**src/rtl/arduino_uart_rx.sv**
```systemverilog
// rtl/arduino_uart_rx.sv - 8N1 UART receiver that delivers Arduino mode commands
//
// Purpose:
//   Receives 8N1 serial bytes from an Arduino and presents the last correctly
//   framed byte as a held command for mode_select.
//
// Ports:
//   clk             input   1  system clock, rising edge
//   reset           input   1  synchronous, active-high
//   uart_rx_in      input   1  asynchronous serial line, idle high
//   arduino_command output  8  last good byte, 8'hAA after reset
//   command_valid   output  1  one-cycle pulse when arduino_command updates
//   frame_error     output  1  one-cycle pulse when a stop bit samples low
//   rx_busy         output  1  high while a byte is being received
module arduino_uart_rx #(
  parameter int CLKS_PER_BIT = 434
) (
  input  logic       clk,
  input  logic       reset,
  input  logic       uart_rx_in,
  output logic [7:0] arduino_command,
  output logic       command_valid,
  output logic       frame_error,
  output logic       rx_busy
);

  localparam int CW = (CLKS_PER_BIT > 2) ? $clog2(CLKS_PER_BIT) : 2;
  localparam logic [CW-1:0] FULL_LAST = CW'(CLKS_PER_BIT - 1);
  localparam logic [CW-1:0] HALF_LAST = CW'(CLKS_PER_BIT / 2 - 1);

  typedef enum logic [1:0] {
    IDLE  = 2'd0,
    START = 2'd1,
    DATA  = 2'd2,
    STOP  = 2'd3
  } state_t;

  state_t        state, state_nxt;
  logic [CW-1:0] cnt, cnt_nxt;
  logic [2:0]    idx, idx_nxt;
  logic [7:0]    shreg, shreg_nxt;
  logic [7:0]    cmd_nxt;
  logic          valid_nxt;
  logic          ferr_nxt;

  logic          sync1;
  logic          rx_s;
  logic          rx_prev;
  // sync_vld marks when rx_s carries a real line sample rather than the
  // reset value; armed is set once the line has genuinely been seen high.
  // Together they stop a line held low through reset from looking like a
  // falling edge when reset releases.
  logic [1:0]    sync_vld;
  logic          armed;

  always_ff @(posedge clk) begin
    if (reset) begin
      sync1    <= 1'b1;
      rx_s     <= 1'b1;
      rx_prev  <= 1'b1;
      sync_vld <= 2'b00;
      armed    <= 1'b0;
    end else begin
      sync1    <= uart_rx_in;
      rx_s     <= sync1;
      rx_prev  <= rx_s;
      sync_vld <= {sync_vld[0], 1'b1};
      armed    <= armed | (sync_vld[1] & rx_s);
    end
  end

  always_ff @(posedge clk) begin
    if (reset) begin
      state           <= IDLE;
      cnt             <= '0;
      idx             <= 3'd0;
      shreg           <= 8'h00;
      arduino_command <= 8'hAA;
      command_valid   <= 1'b0;
      frame_error     <= 1'b0;
    end else begin
      state           <= state_nxt;
      cnt             <= cnt_nxt;
      idx             <= idx_nxt;
      shreg           <= shreg_nxt;
      arduino_command <= cmd_nxt;
      command_valid   <= valid_nxt;
      frame_error     <= ferr_nxt;
    end
  end

  always_comb begin
    state_nxt = state;
    cnt_nxt   = cnt;
    idx_nxt   = idx;
    shreg_nxt = shreg;
    cmd_nxt   = arduino_command;
    valid_nxt = 1'b0;
    ferr_nxt  = 1'b0;
    case (state)
      IDLE: begin
        // Edge detect needs a high-to-low transition, so a held-low line
        // or break cannot retrigger until the line returns high.
        if (armed && rx_prev && !rx_s) begin
          state_nxt = START;
          cnt_nxt   = '0;
        end
      end
      START: begin
        if (cnt == HALF_LAST) begin
          cnt_nxt = '0;
          if (rx_s) begin
            state_nxt = IDLE;
          end else begin
            state_nxt = DATA;
            idx_nxt   = 3'd0;
          end
        end else begin
          cnt_nxt = cnt + CW'(1);
        end
      end
      DATA: begin
        if (cnt == FULL_LAST) begin
          cnt_nxt   = '0;
          shreg_nxt = {rx_s, shreg[7:1]};
          idx_nxt   = idx + 3'd1;
          if (idx == 3'd7) begin
            state_nxt = STOP;
          end
        end else begin
          cnt_nxt = cnt + CW'(1);
        end
      end
      STOP: begin
        if (cnt == FULL_LAST) begin
          cnt_nxt   = '0;
          state_nxt = IDLE;
          if (rx_s) begin
            cmd_nxt   = shreg;
            valid_nxt = 1'b1;
          end else begin
            ferr_nxt = 1'b1;
          end
        end else begin
          cnt_nxt = cnt + CW'(1);
        end
      end
      default: begin
        state_nxt = IDLE;
        cnt_nxt   = '0;
      end
    endcase
  end

  assign rx_busy = (state != IDLE);

endmodule

```
**config.mk**
```make
export PLATFORM = sky130hd
export DESIGN_NAME = arduino_uart_rx
export DESIGN_NICKNAME = d
export VERILOG_FILES = /design/src/rtl/arduino_uart_rx.sv
export SDC_FILE = /design/constraint.sdc
export NUM_CORES = 1
export LEC_CHECK = 0
export ABC_CLOCK_PERIOD_IN_PS = 2060
export CORE_MARGIN = 3
export CORE_UTILIZATION = 30
export CTS_CLUSTER_DIAMETER = 100
export CTS_CLUSTER_SIZE = 14
export DETAILED_ROUTE_END_ITERATION = 8
export GPL_TIMING_DRIVEN = 0
export HOLD_SLACK_MARGIN = 0.1
export PLACE_DENSITY = 0.57
export SLEW_MARGIN = 5
export SYNTH_ARGS = -nofsm -noshare
export SYNTH_HDL_FRONTEND = slang
export SYNTH_SLANG_ARGS = --single-unit
```
**constraint.sdc**
```tcl
create_clock -name clk -period 2.06 [get_ports clk]
set_clock_uncertainty 0.1 [all_clocks]
set_input_delay 0.412 -clock clk [delete_from_list [all_inputs] [get_ports clk]]
set_output_delay 0.412 -clock clk [all_outputs]
set_load 0.005 [all_outputs]
```
# ---- Yosys cells after proc, flatten, opt, wreduce, memory -nomap -nowiden
# Index checks and enable logic that the tools add are counted.
# W data, S select, Z words.
dict set report totals {
  ff_bits 38
  inputBits 3
  out_inout_bits 11
  word_cells 61
}
dict set report op_classes {
  add_sub_neg 2
  n_eq_ne 12
  mux 18
  bitwise_logic 4
  n_reduce_logical 12
}
# cell n
set op_table {}
lappend op_table {{$mux W9} 3}
lappend op_table {{$pmux W9 S3} 1}
lappend op_table {{$mux W2} 6}
lappend op_table {{$ne A2 B2 Y1 const B} 6}
lappend op_table {{$add A9 B1 Y9 const B} 1}
lappend op_table {{$eq A9 B8 Y1 const B} 1}
lappend op_table {{$eq A9 B9 Y1 const B} 1}
lappend op_table {{$mux W3} 3}
lappend op_table {{$pmux W2 S4} 1}
lappend op_table {{$pmux W3 S2} 1}
lappend op_table {{$reduce_and A5 Y1} 1}
lappend op_table {{$eq A2 B2 Y1 const B} 2}
lappend op_table {{$reduce_and A4 Y1} 1}
lappend op_table {{$reduce_bool A2 Y1} 2}
lappend op_table {{$add A3 B1 Y3 const B} 1}
lappend op_table {{$eq A3 B3 Y1 const B} 1}
lappend op_table {{$mux W1} 3}
lappend op_table {{$reduce_and A3 Y1} 1}
lappend op_table {{$reduce_or A3 Y1} 1}
lappend op_table {{$eq A2 B1 Y1 const B} 1}
lappend op_table {{$logic_and A1 B1 Y1} 2}
lappend op_table {{$logic_not A2 Y1} 1}
lappend op_table {{$not A1 Y1} 2}
lappend op_table {{$reduce_and A2 Y1} 1}
lappend op_table {{4 further kinds} 4}

# ---- Depth between registers and ports, before layout
# Gate-level depths: netlist of the first run.
dict set report depth {
  word_depth 4
  depth_mapped 7
  mapped_depth_nobuf 6
}

# ---- Worst setup path after synthesis of the first run
# OpenSTA, ideal clock, no wires.
dict set report synth_timing {
  path_kind {flip-flop to flip-flop}
  start {register cnt[2]}
  end {register arduino_command[1]}
  setup_time_ns 0.120
  arrival_time_ns 1.669
  t_required_ns 1.840
  setup_slack_ns 0.171
  stages_incl_launch_ff 6
  path_buffers 1
  period_less_slack_ns 1.889
  path_cell_list {dfxtp_1 -> buf_6 -> or4b_4 -> nor3_4 -> mux2i_1 -> nand2_1}
}
dict set report synth_via {
  elab_chain_cells 2
}
# element line
set synth_rtl {}
lappend synth_rtl {{from (decl)} 39} ;# logic [CW-1:0] cnt, cnt_nxt;
lappend synth_rtl {{from (signal assigned)} 83} ;# cnt <= cnt_nxt;
lappend synth_rtl {{$eq A9 B9 Y1} 135} ;# if (cnt == FULL_LAST) begin
lappend synth_rtl {{$reduce_and A3 Y1 (no source line)} --}
lappend synth_rtl {{to (signal assigned)} 86} ;# arduino_command <= cmd_nxt;
lappend synth_rtl {{to (decl)} 21} ;# output logic [7:0] arduino_command,
# No other way between the ends.
# A chain may end at the register's enable or synchronous reset.

==> results of run 1 <==
[worst max-delay path, stage by stage (launching register included)]
cell	delay (ns)
dfxtp_2	0.38
or2_2	0.35
clkdlybuf4s50_1	0.46
[state kept, by name, summed over array words and instances (netlist names), named ones only]
register and count:
shreg 8, state 1, sync1 1, frame_error 1
command_valid 1, rx_prev 1, idx 3, rx_s 1
arduino_command 8, armed 1, sync_vld 2, cnt 9
[power groups by stage]
| stage | combinational, mW | clock (mW) | sequential, mW |
|---|---|---|---|
| finish | 0.0360 | 0.789 | 0.746 |
| global route | 0.0402 | 0.829 | 0.747 |
| CTS | 0.0350 | 0.800 | 0.745 |
| detailed placement | 0.0351 | 0 | 0.763 |
| global placement | 0.0349 | 0 | 0.763 |
| floorplan | 0.0209 | 0 | 0.761 |
[how the worst max path moves through the flow]
stage               slack (ns)                 end  cells past startpoint
finish                    0.07             rx_busy                      2
global route             0.007            shreg[5]                      6
CTS                      0.001              cnt[6]                      7
detailed placement       -0.08  arduino_command[3]                      5
global placement         -0.05              cnt[4]                      7
floorplan                 0.17  arduino_command[1]                      5
[cells in the final DEF, fill, tap and decap left out, drive strengths merged]
master,n
nor3,9
o32a,1
nand2b,2
and4,1
o21ai,3
o31a,1
clkbuf,10
o22ai,7
nand4b,2
o32ai,1
or2,3
ha,5
mux2i,16
clkdlybuf4s50,13
o211a,1
nor4b,1
o221a,1
nor2b,3
nor2,19
inv,5
a31oi,2
nor4,2
buf,4
bufinv,2
and2,2
a21oi,14
a211oi,1
o21a,3
nand4,2
dfxtp,38
nand3,4
or4b,2
nand2,19
[kinds of logic (layout without fill, tap and decap cells)]
family / count (synthesis) / in the layout / share of synthesized area (%)
compound gates: 35 / 35 / 13.52
fa+ha+maj: 5 / 5 / 3.840
buf+inv: 13 / 34 / 3.687
flops: 38 / 38 / 46.70
mux: 16 / 16 / 9.831
simple gates: 71 / 71 / 22.43
[final cells by class]
type                       count  area share, %
inverter                       5         0.9214
clock inverter                 2          2.948
buffer                         7          2.027
multi-input combinational    127          40.85
sequential                    38          37.53
clock buffer                   6          4.054
timing repair buffer          14          7.371
tap                           70          4.300
[layer usage]
metal | global-route usage, % | up-vias | wire [um]
met5 | 0 | - | 0
met3 | 3.725 | 5 | 92
met1 | 15.20 | 617 | 1818
met4 | 4.124 | 0 | 46
met2 | 17.95 | 18 | 1483
li1 | - | 668 | -
[repair_timing]
item / 4_1_cts / 5_1_grt
pin swaps: 1 / 0
setup buffers: 1 / 0
setup endpoints to repair: 20 / 13
gates resized for setup: 1 / 11
[through the flow]
stage,utilization [%],worst slack (ns),std cells,cell area [um^2],power (mW)
after floorplan,-,0.1709,178,1629,0.7822
after global placement,35.70,-0.05063,261,1847,0.7975
after detailed placement,35.70,-0.07543,261,1847,0.7977
after CTS,38.80,0.001120,269,2007,1.581
after global routing,39.38,0.007147,269,2037,1.616
final,39.38,0.06757,269,2037,1.571
==> impl_metrics.ini, run 1 <==
[clock_tree]
clk_pin_slew_worst_paths_ns = 0.08
ctsHoldBuffers = 0
numCtsBuffers = 5
cts_tree = done
cts_root_buffer = clkbuf_8
insertion_delay_ns = 0.29
clock_path_buffers = 2
htreeDepth = 2
cts_sinks = 38

[timing]
period_needed_ns = 1.992
setup-tns-final_ns = 0
fmax_mhz = 501.9
relSlewSlack_pct = 60.26
hold_viol = 0
setup-violations-final = 0
slew_violations = 0
fin_crit_sh_pct = 96.72
rsz0062_at_grt = false
fin_hold_ws_ns = 0.3175
tightest_slew_ns = 0.5942

[critical_path]
crit_arrival_ns = 1.48
r2r_cells = 6
critPathRequiredTime_ns = 1.55
path_class = reg -> out
r2r-end = cnt[8]
endpoint_kind = output port
critPathMaxFanout = 11
startpoint_type = flip-flop
r2r-start = cnt[5]
regToRegSetupSlack_ns = 0.10

[floorplanning]
die_w_um = 79.69
ios = 14
num_rows = 26
die_area_um2 = 6351
start_util_pct = 31.49
die_h_um = 79.69
core_area_um2 = 5172

[status]
status = complete, no violations

[drt]
wire_per_inst_um = 12.79
drt-initial-drc-count = 54
ant_nets = 0
viasPerCell = 4.862
drcViolationCount = 0
via_count = 1308
firstDrtPassIters = 4
wl_um = 3440

[global_route]
grt_pass1_wl_um = 5609
grt_max_degree = 13
grt_pass1_vias = 1155
grt_usage_pct = 11.64
overflow = 0
antenna_found_initial = 0

[synth]
synth_edf_count = 0
async_flop_share_pct = 0
synthTopCellsByCount = 38 x dfxtp_1, 19 x nand2_1, 19 x nor2_1
syn_nets = 186
ys_seq_elements = 38
synth_top_area_share_pct = 46.70
syn_inst = 178
synth.avg_cell_area_um2 = 9.152
yosysMostFrequentCell = dfxtp_1
ys_seq_area_share_pct = 46.70
yosys-top-cells-area = dfxtp_1 47%, mux2i_1 9.8%, nand2_1 4.4%, nor2_1 4.4%, a21oi_1 4.3%
synth_cell_type_count = 35
yosysTopAreaCell = dfxtp_1
synthFlopType = dfxtp_1
ys_warn_count = 0
syn-cell-area_um2 = 1629

[worst_hold_path]
hold-path-endpoint = rx_s
whs_path_depth = 1
hold_start = sync1
hold_path_class = reg -> reg

[place]
hpwl_um = 2295
io_buffers = 13
gp_congestion = 0.8067

[power_and_ir_drop]
pwr-share-comb_pct = 2.3
vdd_drop_max_mv = 0.3409
p_per_area_nw_per_um2 = 771.3
pwr-share-seq_pct = 47.5
internal_power_mw = 1.270
power_switching_mw = 0.3006
p_leak_nw = 0.7214
pwr-share-clk_pct = 50.2
switching_share_pct = 19.13

[final_layout]
drive_gt1_share_pct = 12.56
multi_input_area_um2 = 832.0
n_antenna_cell = 0
nNetsFinal = 206
fill_cells = 506
seqCellArea_um2 = 764.5
areaGrowthSynthToFinish_pct = 25.04

[job]
max_cap_viol_count = 0
No activity file was read; power rests on OpenSTA's default activity.
==> run 2, diff against run 1 <==
--- a/config.mk
+++ b/config.mk
@@ -6,14 +6,13 @@
 export NUM_CORES = 1
 export LEC_CHECK = 0
 export ABC_CLOCK_PERIOD_IN_PS = 2060
-export CORE_MARGIN = 3
-export CORE_UTILIZATION = 30
+export CORE_UTILIZATION = 50
 export CTS_CLUSTER_DIAMETER = 100
 export CTS_CLUSTER_SIZE = 14
 export DETAILED_ROUTE_END_ITERATION = 8
 export GPL_TIMING_DRIVEN = 0
 export HOLD_SLACK_MARGIN = 0.1
-export PLACE_DENSITY = 0.57
+export PLACE_DENSITY = 0.81
 export SLEW_MARGIN = 5
 export SYNTH_ARGS = -nofsm -noshare
 export SYNTH_HDL_FRONTEND = slang
==> constraint.sdc (replaced) <==
create_clock -name clk -period 2.06 [get_ports clk]
set_clock_uncertainty 0.1 [all_clocks]
set_input_delay 0.309 -clock clk [delete_from_list [all_inputs] [get_ports clk]]
set_output_delay 0.309 -clock clk [all_outputs]
set_load 0.005 [all_outputs]
==> run 2 against run 1 <==
Sequential share of layout area up 1.2 points. Routed wire length up 5.8%. Sequential power barely moved. First-iteration DRC count is 72% higher. Total power decreased by 8.0%. Setup slack got worse by 0.048 ns. Non-clock buffer count down 1. Die area is 45% lower.
==> impl_metrics.ini, run 2 (synthesis gave the netlist of run 1 again) <==
[floorplanning]
die_w_um = 59.08
ios = 14
die_h_um = 59.08
die_area_um2 = 3490
core_area_um2 = 3078
start_util_pct = 52.93
num_rows = 20

[global_route]
antenna_found_initial = 0
grt_usage_pct = 22.43
overflow = 0
grt_max_degree = 13
grt_pass1_vias = 1347
grt_pass1_wl_um = 5823

[drt]
wire_per_inst_um = 15.03
routed.top_layer = met4
firstDrtPassIters = 4
drcViolationCount = 0
route.met3.wl_um = 179
viasPerCell = 5.723
ant_nets = 0
wl_um = 3638
via_count = 1385
met1Wirelength_um = 1477
dr_wl_met2_um = 1932
drt-initial-drc-count = 93

[final_layout]
areaGrowthSynthToFinish_pct = 21.04
regMostFlops = cnt
largest_reg_flops = 9
layout_common_cells = 36 x dfxtp_1, 19 x nor2_1, 19 x nand2_1
nNetsFinal = 205
n_antenna_cell = 0
finalNonFillerCells = 242
utilization_pct = 64.07
drive_gt1_share_pct = 13.13
top_regs = cnt x9, arduino_command x8, shreg x8
layout_commonest_cell = dfxtp_1

[critical_path]
path_class = reg -> reg
r2r_cells = 6
startpoint_type = flip-flop
r2r-start = cnt[2]
critPathMaxFanout = 10
regToRegSetupSlack_ns = 0.02
critPathCapture = shreg[0]
critPathRequiredTime_ns = 2.19
startpoint = cnt[2]
r2r-end = shreg[0]
endpoint_kind = flip-flop
crit_arrival_ns = 2.17

[power_and_ir_drop]
power_switching_mw = 0.2797
vdd_drop_max_mv = 0.5595
switching_share_pct = 19.35
pwr-share-comb_pct = 2.5
pwr-share-clk_pct = 45.9
p_leak_nw = 0.6894
pwr-share-seq_pct = 51.6
internal_power_mw = 1.166
p_per_area_nw_per_um2 = 733.1
total_power_mw = 1.446

[clock_tree]
clock_path_buffers = 2
cts_tree = done
insertion_delay_ns = 0.35
numCtsBuffers = 5
htreeDepth = 2
cts_sinks = 38
ctsHoldBuffers = 0
cts_root_buffer = clkbuf_4
clk_pin_slew_worst_paths_ns = 0.12

[job]
max_cap_viol_count = 0

[worst_hold_path]
hold_path_class = reg -> reg
whs_path_depth = 1

[timing]
tightest_slew_ns = 0.8292
period_needed_ns = 2.041
fin_hold_ws_ns = 0.3136
fin_crit_sh_pct = 99.05
relSlewSlack_pct = 44.46
rsz0062_at_grt = true
hold_viol = 0
setup-violations-final = 0
fmax_mhz = 490.1
slew_violations = 0

[place]
gp_congestion = 0.8543
io_buffers = 13
dp_cells = 235
hpwl_um = 2388

[status]
status = complete, no violations
[run 2: cell types whose count changed in the layout (fill, tap and decap cells not counted), sizes merged]
cell,previous run,this run
clkbuf,10,9
[run 2: what timing repair did]
item,CTS,global route
gates resized for setup,3,9
gates cloned,0,0
setup endpoints to repair,18,23
setup buffers,0,1
pin swaps,1,2
[run 2: cell type report]
class / instances / area (um^2)
inverters: 5 / 18.77
clock inverters: 2 / 60.06
repair buffers: 14 / 150.1
clock buffers: 6 / 51.30
multi-input cells: 127 / 835.8
plain buffers: 6 / 37.54
fillers: 269 / 1106
well taps: 44 / 55.05
flip-flops and latches: 38 / 763.2
[run 2: per-layer routing]
layer,vias up,global-route usage (%)
met3,7,6.987
met2,45,39.29
li1,674,-
met5,-,0
met1,659,24.76
met4,0,10.20
[run 2: how the worst min path moves through the flow]
stage                     start           to  slack [ns]
after global placement    sync1         rx_s        0.30
after global routing      sync1         rx_s        0.33
after detailed placement  sync1         rx_s        0.29
after floorplan           reset  sync_vld[1]        0.28
after CTS                 sync1         rx_s        0.32
final                     sync1         rx_s        0.31
[run 2: through the flow]
step / setup TNS, ns / worst slack, ns / instance area [um^2]
5_1_grt: -0.06478 / -0.04019 / 1972
6_report: 0 / 0.01948 / 1972
3_3_place_gp: -0.1015 / -0.01793 / 1814
3_5_place_dp: -0.09353 / -0.02689 / 1814
4_1_cts: 0 / 0.02325 / 1933
2_1_floorplan: 0 / 0.1709 / 1629
[run 2: power by group through the flow]
stage / registers, mW / logic [mW] / clock network [mW]
after CTS: 0.746 / 0.0345 / 0.676
after detailed placement: 0.763 / 0.0335 / 0
final: 0.746 / 0.0355 / 0.664
after global routing: 0.747 / 0.0387 / 0.701
after floorplan: 0.761 / 0.0209 / 0
after global placement: 0.762 / 0.0327 / 0
[run 2: worst max-delay path, stage by stage (launching register included)]
cell,delay [ns]
dfxtp_1,0.33
buf_6,0.13
or4b_4,0.59
nor3_2,0.23
buf_4,0.24
mux2i_1,0.24
nor2_1,0.06
==> patch (flow settings as in run 2) <==
Put one more register stage on the output `arduino_command`, cleared by the reset. The value now appears one clock later. The other outputs are not delayed to match. Comments in the files are not updated.
--- a/src/rtl/arduino_uart_rx.sv
+++ b/src/rtl/arduino_uart_rx.sv
@@ -36,2 +36,4 @@
   } state_t;
+
+  logic [7:0] arduino_command_s0;
 
@@ -77,3 +79,3 @@
       shreg           <= 8'h00;
-      arduino_command <= 8'hAA;
+      arduino_command_s0 <= 8'hAA;
       command_valid   <= 1'b0;
@@ -85,3 +87,3 @@
       shreg           <= shreg_nxt;
-      arduino_command <= cmd_nxt;
+      arduino_command_s0 <= cmd_nxt;
       command_valid   <= valid_nxt;
@@ -96,3 +98,3 @@
     shreg_nxt = shreg;
-    cmd_nxt   = arduino_command;
+    cmd_nxt   = arduino_command_s0;
     valid_nxt = 1'b0;
@@ -156,2 +158,10 @@
 
+  always_ff @(posedge clk) begin
+    if (reset) begin
+      arduino_command <= '0;
+    end else begin
+      arduino_command <= arduino_command_s0;
+    end
+  end
+
 endmodule
Function: changed (Yosys sat finds a counterexample within 4 cycles, from zero or initial values and one cycle with reset high).
==> patch against run 2 <==
  * Sequential cell count grew 8
  * Largest cell class unchanged
  * Final area grew 13%
  * Setup slack gained 0.080 ns
  * Synthesized cell count grew 11%
  * Critical endpoint is now rx_busy
  * Wire length grew 1.2%
  * Synthesized area grew 20%
Power is not compared: it rests on default switching activity, and its combinational part moved more than twofold at a synthesized area within 25%.
==> patch: results (changes against run 2) <==
Status = finished, final reports clean
CTS clk-pin slew, worst paths = 0.08 ns (-0.04 ns)
Vias in the first global route = 1371 (+1.8%)
Cell leakage power = 0.816 nW
Initial DRC count = 132 (+42%)
First-pass GRT wire length = 6210 microns (+6.6%)
Seq/Total Area, Yosys = 47.1% (+0.45 points)
Cts repair resizes = 0 (-3)
Total track usage = 19.8% (-2.6 points)
1st-pass router iterations = 4 (unchanged)
HPWL Detailed = 2580 microns (+8.1%)
Synthesized net count = 205 (+10%)
Top-area cell type share of the netlist area = 47.1% (+0.45 points)
Worst-Skew Late Latency = 0.30 ns (-0.05 ns)
Peak VDD IR = 445 uV
Least-Margin Pin Slew = 0.534 ns (-0.295 ns)
Crit-path max FO = 8 (-2)
Initial antenna violation count = 0 (unchanged)
Layout cells sized above 1 = 10.6% (-2.6 points)
Routability cong. = 0.866 (+1.3%)
Yosys Warn Count = 0 (unchanged)
Largest net degree at the start of global routing = 17 (+4)
Filler cell count = 329 (+22%)
Largest register by flop count = cnt
Post-synthesis async set-or-reset flop share = 0% (unchanged)
Tightest Hold Check Type = reg -> reg
DP Worst Slack = -0.00295 ns (+0.0239 ns)
Final WL = 3680 microns (+1.2%)
Synth cell types = 45 (+29%)
H-tree depth = 2 (unchanged)
Top_reg_cell synth = dfxtp_1
WP data arrival = 1.55 ns (-0.62 ns)
Synth area leaders = dfxtp_1 (47%), mux2i_1 (8.2%), nor2_1 (3.7%)
Clk root buf = clkbuf_8
CTS buffer count = 5 (unchanged)
Net count, final = 225 (+9.8%)
Clock Path Buffers = 2 (unchanged)
Total number of vias = 1471 (+6.2%)
Most instantiated cells after synthesis = dfxtp_1 (46), nor2_1 (19), mux2i_1 (16)
==> patch: cell count changes after synthesis, moves of 3 or more <==
cell	delta
nand2_1	-5
o22ai_1	-3
nor2b_1	+6
nor3_1	-4
nand3b_1	+4
dfxtp_1	+8
a211oi_1	+3
==> patch: final cells by class <==
class | instances | area, sq um | area share (%)
Clock buffer | 5 | 68.8 | 3.08
Multi-Input combinational cell | 136 | 966 | 43.2
Timing Repair Buffer | 13 | 130 | 5.82
Sequential cell | 46 | 921 | 41.2
Tap cell | 48 | 60.1 | 2.69
Inverter | 7 | 26.3 | 1.18
Clock inverter | 3 | 23.8 | 1.06
Buffer | 8 | 40.0 | 1.79
==> patch: power by group through the flow <==
stage	logic, mW	registers (mW)	clock network, mW
after floorplan	0.0875	0.940	0
after global placement	0.128	0.943	0
after detailed placement	0.129	0.944	0
after CTS	0.130	0.923	0.572
after global routing	0.146	0.926	0.612
final	0.130	0.924	0.560
==> patch: kinds of logic after synthesis <==
kind of cell,Yosys count,share of synthesized area (%)
multiplexers,16,8.20
flip-flops,46,47.1
adder cells (fa/ha/maj),5,3.20
AND/OR/NAND/NOR,77,25.1
buffers and inverters,15,3.40
AO/OA/AOI/OAI,38,12.9
==> patch: final timing paths <==
path / slack (ns) / startpoint / endpoint / depth (start not counted)
max reg2reg: 0.13 / cnt[0] / arduino_command_s0[7] / 5
min reg2reg: 0.33 / sync1 / rx_s / 1
max: 0.1 / state[0] / rx_busy / 3
min: 0.33 / sync1 / rx_s / 1
==> patch: metrics by stage <==
step | power [mW] | std cells | instance area, sq um | hold WS [ns] | util (%)
after global routing | 1.68 | 266 | 2240 | 0.338 | 60.2
final | 1.61 | 266 | 2240 | 0.326 | 60.2
after detailed placement | 1.07 | 258 | 2140 | 0.303 | 57.7
after global placement | 1.07 | 258 | 2140 | 0.292 | 57.7
after CTS | 1.63 | 266 | 2240 | 0.324 | 60.2
after floorplan | 1.03 | 197 | 1950 | 0.289 | -
==> patch: per-layer routing <==
layer	routed length [microns]	GRT usage [%]	part of all wire (%)
met3	192	5.46	5.2
met2	1700	31.2	46
met1	1730	24.7	47
met5	0	0	0
met4	57	10.3	1.5
==> patch: worst max-delay path, stage by stage (launching register included) <==
cell and delay (ns):
dfxtp_1 0.53, nor2_1 0.15, inv_1 0.08, clkdlybuf4s50_1 0.49
